### config.mk
export PLATFORM = sky130hd
export DESIGN_NAME = lsu_subword_bridge_flat
export DESIGN_NICKNAME = d
export VERILOG_FILES = /design/src/rtl/lsu_subword_bridge_pkg.sv /design/src/rtl/lsu_subword_bridge_if.sv /design/src/rtl/lsu_subword_bridge_align.sv /design/src/rtl/lsu_subword_bridge.sv /design/src/flat_wrapper.sv
export SDC_FILE = /design/constraint.sdc
export NUM_CORES = 1
export LEC_CHECK = 0
export ABC_AREA = 1
export CORE_AREA = 2 2 98 100
export DETAILED_ROUTE_END_ITERATION = 10
export DIE_AREA = 0 0 100 102
export GPL_TIMING_DRIVEN = 0
export PLACE_DENSITY = 0.86
export SLEW_MARGIN = 20
export SYNTH_ARGS = -nofsm -noshare
export SYNTH_HDL_FRONTEND = slang
export SYNTH_SLANG_ARGS = --single-unit
### constraint.sdc
create_clock -name clk -period 3.04 [get_ports clk]
set_input_delay 0.456 -clock clk [delete_from_list [all_inputs] [get_ports clk]]
set_output_delay 0.456 -clock clk [all_outputs]
set_load 0.02 [all_outputs]
### src/rtl/lsu_subword_bridge_pkg.sv
// lsu_subword_bridge shared definitions: access sizes, FSM states, memory depth.
// Optional feature macro: LSU_MISALIGN_TRAP_EN.
package lsu_pkg;

  localparam logic [1:0] SZ_BYTE = 2'b00;
  localparam logic [1:0] SZ_HALF = 2'b01;
  localparam logic [1:0] SZ_WORD = 2'b10;

  localparam int MEM_WORDS_DEF = 200;

  typedef enum logic [1:0] {
    IDLE   = 2'd0,
    MERGE  = 2'd1,
    COMMIT = 2'd2
  } lsu_state_e;

  // Size 2'b11 behaves like a word.
  function automatic logic is_subword(
    input logic [1:0] sz
  );
    return (sz == SZ_BYTE) || (sz == SZ_HALF);
  endfunction

endpackage

### src/rtl/lsu_subword_bridge_if.sv
// MEM-stage request / data-memory bundle for lsu_subword_bridge.
// Optional feature macro: LSU_MISALIGN_TRAP_EN (adds misalign).
interface lsu_subword_bridge_if;
  import lsu_pkg::*;

  logic        req_valid;
  logic        req_write;
  logic [1:0]  req_size;
  logic        req_signed;
  logic [31:0] req_addr;
  logic [31:0] req_wdata;

  logic        stall;
  logic [31:0] rdata;
  logic        rdata_valid;
`ifdef LSU_MISALIGN_TRAP_EN
  logic        misalign;
`endif

  logic [31:0] mem_addr;
  logic [31:0] mem_wdata;
  logic        mem_write;
  logic        mem_read;
  logic [31:0] mem_rdata;

  modport slave (
    input  req_valid, req_write, req_size,
    input  req_signed, req_addr, req_wdata,
    input  mem_rdata,
    output stall, rdata, rdata_valid,
`ifdef LSU_MISALIGN_TRAP_EN
    output misalign,
`endif
    output mem_addr, mem_wdata,
    output mem_write, mem_read
  );

  modport master (
    output req_valid, req_write, req_size,
    output req_signed, req_addr, req_wdata,
    output mem_rdata,
    input  stall, rdata, rdata_valid,
`ifdef LSU_MISALIGN_TRAP_EN
    input  misalign,
`endif
    input  mem_addr, mem_wdata,
    input  mem_write, mem_read
  );

endinterface

### src/rtl/lsu_subword_bridge_align.sv
// Lane extract/extend for loads and lane merge for sub-word stores.
// Purely combinational; holds no state.
module lsu_subword_align
  import lsu_pkg::*;
(
  input  logic [1:0]  size_i,
  input  logic        sign_i,
  input  logic [1:0]  lane_i,
  input  logic [31:0] rword_i,
  input  logic [31:0] wdata_i,
  output logic [31:0] load_o,
  output logic [31:0] merge_o
);

  logic [4:0]  bsel;
  logic [7:0]  b;
  logic [15:0] h;

  assign bsel = {lane_i, 3'b000};
  assign b    = rword_i[bsel +: 8];
  assign h    = lane_i[1] ? rword_i[31:16]
                          : rword_i[15:0];

  always_comb begin
    load_o  = rword_i;
    merge_o = wdata_i;
    unique case (1'b1)
      size_i == SZ_BYTE: begin
        load_o  = {{24{sign_i & b[7]}}, b};
        merge_o = rword_i;
        merge_o[bsel +: 8] = wdata_i[7:0];
      end
      size_i == SZ_HALF: begin
        load_o  = {{16{sign_i & h[15]}}, h};
        merge_o = lane_i[1]
          ? {wdata_i[15:0], rword_i[15:0]}
          : {rword_i[31:16], wdata_i[15:0]};
      end
      default: ;
    endcase
  end

endmodule

### src/rtl/lsu_subword_bridge.sv
// MEM-stage load/store bridge: sub-word loads, RMW sub-word stores.
// Optional feature macro: LSU_MISALIGN_TRAP_EN (misaligned access trap).
module lsu_subword_bridge
  import lsu_pkg::*;
#(
  parameter int MEM_WORDS = MEM_WORDS_DEF
) (
  input logic               clk,
  input logic               rst,
  lsu_subword_bridge_if.slave bus
);

  localparam logic [29:0] LIM = 30'(MEM_WORDS);

  lsu_state_e  state_q, state_d, st;
  logic [31:0] merged_q, merged_d;
  logic [31:0] load_w, merge_w;
  logic        in_range, mis, go, sub_st;

  lsu_subword_align u_align (
    .size_i  (bus.req_size),
    .sign_i  (bus.req_signed),
    .lane_i  (bus.req_addr[1:0]),
    .rword_i (bus.mem_rdata),
    .wdata_i (bus.req_wdata),
    .load_o  (load_w),
    .merge_o (merge_w)
  );

  assign in_range = bus.req_addr[31:2] < LIM;
  assign bus.mem_addr = {2'b00, bus.req_addr[31:2]};

`ifdef LSU_MISALIGN_TRAP_EN
  assign mis = bus.req_valid & ~rst &
    (((bus.req_size == SZ_HALF) & bus.req_addr[0]) |
     (bus.req_size[1] & (|bus.req_addr[1:0])));
  assign bus.misalign = mis;
`else
  assign mis = 1'b0;
`endif

  assign go     = bus.req_valid & ~rst & ~mis;
  assign sub_st = go & in_range & bus.req_write &
                  is_subword(bus.req_size);

  // MERGE is the cycle a sub-word store is first seen in IDLE.
  assign st = (state_q == IDLE && sub_st) ? MERGE : state_q;

  always_comb begin
    state_d         = IDLE;
    merged_d        = merged_q;
    bus.stall       = 1'b0;
    bus.rdata       = '0;
    bus.rdata_valid = 1'b0;
    bus.mem_read    = 1'b0;
    bus.mem_write   = 1'b0;
    bus.mem_wdata   = bus.req_wdata;
    unique case (st)
      MERGE: begin
        state_d      = COMMIT;
        merged_d     = merge_w;
        bus.mem_read = 1'b1;
        bus.stall    = 1'b1;
      end
      COMMIT: begin
        bus.mem_write = bus.req_valid & ~rst;
        bus.mem_wdata = merged_q;
      end
      default: begin
        if (go && !bus.req_write) begin
          bus.rdata_valid = 1'b1;
          if (in_range) begin
            bus.mem_read = 1'b1;
            bus.rdata    = load_w;
          end
        end else if (go && in_range) begin
          bus.mem_write = 1'b1;
        end
      end
    endcase
  end

  always_ff @(posedge clk or posedge rst) begin
    if (rst) begin
      state_q  <= IDLE;
      merged_q <= '0;
    end else begin
      state_q  <= state_d;
      merged_q <= merged_d;
    end
  end

endmodule

### src/flat_wrapper.sv
// flat-port wrapper written by rule: the top's interface ports become plain ports
module lsu_subword_bridge_flat import lsu_pkg::*;
#(
  parameter int MEM_WORDS = MEM_WORDS_DEF
)
  (clk, rst, bus_req_valid, bus_req_write, bus_req_size, bus_req_signed, bus_req_addr, bus_req_wdata, bus_mem_rdata, bus_stall, bus_rdata, bus_rdata_valid, bus_mem_addr, bus_mem_wdata, bus_mem_write, bus_mem_read);
  lsu_subword_bridge_if bus_i ();
  input logic clk;
  input logic rst;
  input wire logic [$bits(bus_i.req_valid)-1:0] bus_req_valid;
  input wire logic [$bits(bus_i.req_write)-1:0] bus_req_write;
  input wire logic [$bits(bus_i.req_size)-1:0] bus_req_size;
  input wire logic [$bits(bus_i.req_signed)-1:0] bus_req_signed;
  input wire logic [$bits(bus_i.req_addr)-1:0] bus_req_addr;
  input wire logic [$bits(bus_i.req_wdata)-1:0] bus_req_wdata;
  input wire logic [$bits(bus_i.mem_rdata)-1:0] bus_mem_rdata;
  output wire logic [$bits(bus_i.stall)-1:0] bus_stall;
  output wire logic [$bits(bus_i.rdata)-1:0] bus_rdata;
  output wire logic [$bits(bus_i.rdata_valid)-1:0] bus_rdata_valid;
  output wire logic [$bits(bus_i.mem_addr)-1:0] bus_mem_addr;
  output wire logic [$bits(bus_i.mem_wdata)-1:0] bus_mem_wdata;
  output wire logic [$bits(bus_i.mem_write)-1:0] bus_mem_write;
  output wire logic [$bits(bus_i.mem_read)-1:0] bus_mem_read;
  assign bus_i.req_valid = bus_req_valid;
  assign bus_i.req_write = bus_req_write;
  assign bus_i.req_size = bus_req_size;
  assign bus_i.req_signed = bus_req_signed;
  assign bus_i.req_addr = bus_req_addr;
  assign bus_i.req_wdata = bus_req_wdata;
  assign bus_i.mem_rdata = bus_mem_rdata;
  assign bus_stall = bus_i.stall;
  assign bus_rdata = bus_i.rdata;
  assign bus_rdata_valid = bus_i.rdata_valid;
  assign bus_mem_addr = bus_i.mem_addr;
  assign bus_mem_wdata = bus_i.mem_wdata;
  assign bus_mem_write = bus_i.mem_write;
  assign bus_mem_read = bus_i.mem_read;
  lsu_subword_bridge #(.MEM_WORDS(MEM_WORDS)) u_core (.clk(clk), .rst(rst), .bus(bus_i));
endmodule
# Yosys cells after proc, flatten, opt, wreduce, memory -nomap -nowiden

Index checks and enable logic that the tools add are counted.

Divide/modulo/power cells: 0
Reduce and logical (&&, ||, !) cells: 8
Order comparisons: 1
Bitwise gates (word level): 7
Muxes and demuxes: 20
Equal/unequal tests: 3
Shift-type cells: 3
Multiply operators: 0
Add/sub/neg operators: 1

Operator list:

| kind                                                 | number |
|---|---|
| 2-to-1 mux 32 bit                                    | 5 |
| case mux 32 bit (2 select lines)                     | 2 |
| bitwise mux 32 bit                                   | 1 |
| variable shift 8 x 7 -> 32 bit, first input constant | 1 |
| indexed part select 32 x 6 -> 8 bit                  | 1 |
| indexed part select 8 x 7 -> 32 bit                  | 1 |
| < comparator 30 x 8 -> 1 bit, second input constant  | 1 |
| 2-to-1 mux 16 bit                                    | 1 |
| 2-to-1 mux 1 bit                                     | 7 |
| negator 5 -> 7 bit                                   | 1 |
| AND 1 bit                                            | 6 |
| == test 2 x 1 -> 1 bit, second input constant        | 2 |
| logical NOT 2 bit                                    | 2 |
| 2-to-1 mux 2 bit                                     | 2 |
| case mux 1 bit (2 select lines)                      | 2 |
| logical AND 1 bit                                    | 3 |
| == test 2 bit, second input constant                 | 1 |
| OR reduction 2 bit                                   | 1 |
| logical NOT 1 bit                                    | 1 |
| logical OR 1 bit                                     | 1 |
| inverter 1 bit                                       | 1 |

RAM bits: 0
Bits in registers: 34
Input bits: 103
Output and inout port bits: 100
Latch bits: 0
Memories: 0
Word-level logic and storage cells: 45
Memory bits (read-only): 0

# Depth between registers and ports, before layout

Depth after elaboration: 10
Mapped depth: 11
Depth with buffers taken out: 9

# By module

A second synthesis with hierarchy kept.

Cell total of the unflattened synthesis: 767
Area total of the unflattened synthesis: 4316.6 um^2

Modules (own cells, without submodules):

| module             | area an instance (um^2) | cells each | times used | seq. area each (um^2) |
|---|---|---|---|---|
| lsu_subword_bridge | 2613.8                  | 395        | 1          | 825.8 |
| lsu_subword_align  | 1702.9                  | 372        | 1          | 0.0 |

# Worst setup path after synthesis

Ideal clock, no wire load.

Path kind: input to output
Start point: input port bus_req_addr[1]
End point: output port bus_rdata[1]
Setup slack: 0.899 ns
Required time: 2.584 ns
Arrival time: 1.685 ns
Buffers on the path: 2
Stages on the path: 7
Cells stage by stage: buf_4 > inv_2 > clkbuf_1 > o21ai_0 > o211ai_1 > o221ai_1 > nor2_1

Word-level cells in the longest chain between the ends: 5
Elaborated cells on any way between the ends: 6
Classes of those cells: shift: 1; mux: 5

Ends and longest elaborated chain:

| what                                                                     | RTL line                                                       | text |
|---|---|---|
| from (decl)                                                              | flat_wrapper.sv:14                                             | `input wire logic [$bits(bus_i.req_addr)-1:0] bus_req_addr;` |
| indexed part select 32 x 6 -> 8 bit or 2-to-1 mux 16 bit (tied branches) | lsu_subword_bridge_align.sv:20, lsu_subword_bridge_align.sv:21 |  |
| case mux 32 bit (2 select lines) (*)                                     | lsu_subword_bridge_align.sv:27                                 | `unique case (1'b1)` |
| 2-to-1 mux 32 bit (*)                                                    | lsu_subword_bridge.sv:72                                       | `if (in_range) begin` |
| 2-to-1 mux 32 bit (*)                                                    | lsu_subword_bridge.sv:70                                       | `if (go && !bus.req_write) begin` |
| 2-to-1 mux 32 bit (*)                                                    | lsu_subword_bridge.sv:58                                       | `unique case (st)` |
| to (decl)                                                                | flat_wrapper.sv:18                                             | `output wire logic [$bits(bus_i.rdata)-1:0] bus_rdata;` |

Mark *: on every way between the ends. The rest lies on a longest branch, timed or not.

# Final worst setup path

Start point: input port bus_req_addr[1]
End point: output port bus_rdata[25]

Word-level cells in the longest chain between the ends: 6
Elaborated cells on any way between the ends: 8
Classes of those cells: shift: 1; mux: 5; bitwise: 2

Ends and longest elaborated chain:

| what                                                                     | RTL line |
|---|---|
| indexed part select 32 x 6 -> 8 bit or 2-to-1 mux 16 bit (tied branches) | lsu_subword_bridge_align.sv:20, lsu_subword_bridge_align.sv:21 |
| AND 1 bit (on tied branches)                                             | lsu_subword_bridge_align.sv:29, lsu_subword_bridge_align.sv:34 |
| case mux 32 bit (2 select lines) (*)                                     | lsu_subword_bridge_align.sv:27 |
| 2-to-1 mux 32 bit (*)                                                    | lsu_subword_bridge.sv:72 |
| 2-to-1 mux 32 bit (*)                                                    | lsu_subword_bridge.sv:70 |
| 2-to-1 mux 32 bit (*)                                                    | lsu_subword_bridge.sv:58 |

Marked as above.

==> impl_metrics.json <==
{
  "nets": 1028,
  "p_per_area_nw_per_um2": 232.4,
  "setup_tns_ns": 0,
  "ys.flop_type": "dfrtp_1",
  "core-area_um2": 9109,
  "numCtsBuffers": 5,
  "dpl_worst_slack_ns": -0.4462,
  "clockBufferDepth": 2,
  "seqPwrFrac": 0.302,
  "grt_pass1_wl_um": 25790,
  "vias_per_cell": 5.261,
  "fin_ws_ns": 0.03368,
  "antenna_found_initial": 0,
  "crit_path_start_kind": "input pin",
  "crit_path_max_fanout": 10,
  "cts_max_level": 2,
  "leakagePower_uw": 0.003226,
  "utilization": 0.6859,
  "grt_start_max_net_pins": 34,
  "grtUsageTotal": 0.3272,
  "p_clk_frac": 0.241,
  "worstHoldPathType": "flop to flop",
  "area_growth_pct": 54.58,
  "maxCapViolCount": 0,
  "fmaxAchievable_mhz": 332.6,
  "layout-drive-gt1-share": 0.1357,
  "start_util": 0.4437,
  "ys.warnings.count": 0,
  "drt-total-wl_um": 16980,
  "cts_tree": "built",
  "combPwrFrac": 0.457,
  "overflow": 0,
  "numPortBuffers": 196,
  "worstMarginPinSlew_ns": 0.7301,
  "die_h_um": 102,
  "slew_violations": 0,
  "syn_area_per_cell_um2": 5.676,
  "yosys_register_bits": 33,
  "end_kind": "output pin",
  "ys_seq_area_frac": 0.2043,
  "ios": 203,
  "ant_nets": 0,
  "die_area_um2": 10200,
  "setup_violations": 0,
  "fin_crit_sh": 0.9889,
  "die_x_um": 100,
  "dr.first_iter.drc_count": 588,
  "cts.sinks": 33,
  "power_uw": 1452,
  "rows": 35,
  "wl_per_cell_um": 16.46,
  "hold_slack_ns": 0.4878,
  "multiInputGateArea_um2": 2484,
  "finalHoldViolCount": 0,
  "slew_headroom": 0.5125,
  "vias": 5429,
  "final_common_cell": "nand2_1",
  "drc_errors": 0,
  "place.gp.congestion": 0.9983,
  "final_cell_mix": "nand2_1, clkdlybuf4s50_1, nor2_1",
  "fin_skew_ns": 0.01542,
  "internal_power_uw": 908.2,
  "drtPass1Iterations": 6,
  "root_buffer": "clkbuf_8",
  "ctsHoldBuffers": 0,
  "p_sw_frac": 0.3745,
  "synthArstFlopShare": 1.000,
  "hpwl_um": 13760,
  "synth.distinct_cells": 41,
  "nFillCells": 860,
  "netlist_instances": 712,
  "p_sw_uw": 543.7,
  "vdd_drop_max_mv": 0.2147,
  "worstPathArrival_ns": 2.55,
  "grt_pass1_vias": 4935,
  "status": "finished, final reports clean",
  "min_period_ns": 3.006,
  "antenna_cells": 0,
  "path_class": "input pin to output pin",
  "clk_latency_ns": 0.31,
  "mappedNetlistArea_um2": 4041,
  "clkTransAtPathRegs_ns": 0.07,
  "synth-edff-count": 0,
  "cp.required_ns": 2.58,
  "regArea_um2": 825.8
}
==> stage by stage <==
stage                     instance area, um^2  cells
after global placement                   6146   1020
after global routing                     6247   1032
after CTS                                6262   1032
after floorplan                          4045    713
final                                    6247   1032
after detailed placement                 6146   1020
==> routing by layer <==
layer	share of wire	vias to the layer above	global-route usage	wire length [um]
li1	-	2612	-	-
met1	0.37	2354	0.4044	6309
met2	0.46	402	0.5577	7785
met3	0.12	61	0.06293	2082
met4	0.047	0	0.1454	806
met5	0	-	0	0
==> cell type report <==
cell class | count | share of cell area
clock buffers | 5 | 0.01102
plain buffers | 64 | 0.06569
well taps | 111 | 0.02223
clock inverters | 3 | 0.002804
flip-flops and latches | 33 | 0.1322
multi-input cells | 522 | 0.3976
inverters | 93 | 0.05668
repair buffers | 201 | 0.3118
==> logic make-up after synthesis <==
logic type	after synthesis	synth area share
buffers and inverters	158	0.1858
AO/OA/AOI/OAI	120	0.1824
AND/OR/NAND/NOR	395	0.4111
adder cells (fa/ha/maj)	5	0.01548
other	1	0.0009279
flip-flops	33	0.2043
==> synthesized netlist by cell type, types with 2 or more instances <==
cell type	count	area (um^2)
a21oi_1	15	75.07
a22oi_1	5	37.54
buf_2	12	60.06
buf_4	35	262.8
clkbuf_1	17	63.81
clkinv_1	3	11.26
dfrtp_1	33	825.8
ha_1	5	62.56
inv_1	84	315.3
inv_2	4	15.01
nand2_1	242	908.4
nand2_2	12	75.07
nand3_1	12	60.06
nand3b_1	4	30.03
nand4_1	4	25.02
nor2_1	94	352.8
nor2_2	12	75.07
o2111ai_1	2	17.52
o211ai_1	16	120.1
o21ai_0	55	275.3
o21ai_1	9	45.04
o21ai_2	3	26.28
o221ai_1	7	61.31
o22ai_1	4	25.02
or2_2	7	43.79
==> sequential cells by signal, indices dropped and copies added (netlist names) <==
| name | flops |
|---|---|
| u_core.state_q | 1 |
| u_core.merged_q | 32 |
==> power groups by stage <==
| stage | sequential (uW) | combinational (uW) | clock (uW) |
|---|---|---|---|
| floorplan | 447 | 318 | 0 |
| global placement | 447 | 636 | 0 |
| detailed placement | 447 | 637 | 0 |
| CTS | 439 | 651 | 346 |
| global route | 438 | 708 | 368 |
| finish | 439 | 663 | 350 |
==> critical path: stages <==
cell	delay, ns
clkdlybuf4s50_1	0.55
buf_4	0.20
inv_2	0.08
o21ai_2	0.19
a21oi_2	0.10
a31oi_4	0.25
buf_6	0.21
nand2_2	0.06
nor2_2	0.12
clkdlybuf4s15_1	0.32
==> final timing paths <==
path | start | to | slack [ns] | depth (start not counted)
max | bus_req_addr[1] | bus_rdata[25] | 0.03 | 10
min | u_core.merged_q[15] | u_core.merged_q[15] | 0.49 | 2
max reg2reg | u_core.state_q[1] | u_core.merged_q[27] | 1.08 | 6
min reg2reg | u_core.merged_q[15] | u_core.merged_q[15] | 0.49 | 2
max in group asynchronous | rst | u_core.merged_q[18] | 1.93 | 2
min in group asynchronous | rst | u_core.merged_q[24] | 0.61 | 2
==> timing repair <==
action / in CTS / in global routing
setup endpoints to repair: 34 / 24
pin swaps: 1 / 1
resized for setup: 45 / 29
buffers inserted: 5 / 0
Power figures use the tool's default switching activity.
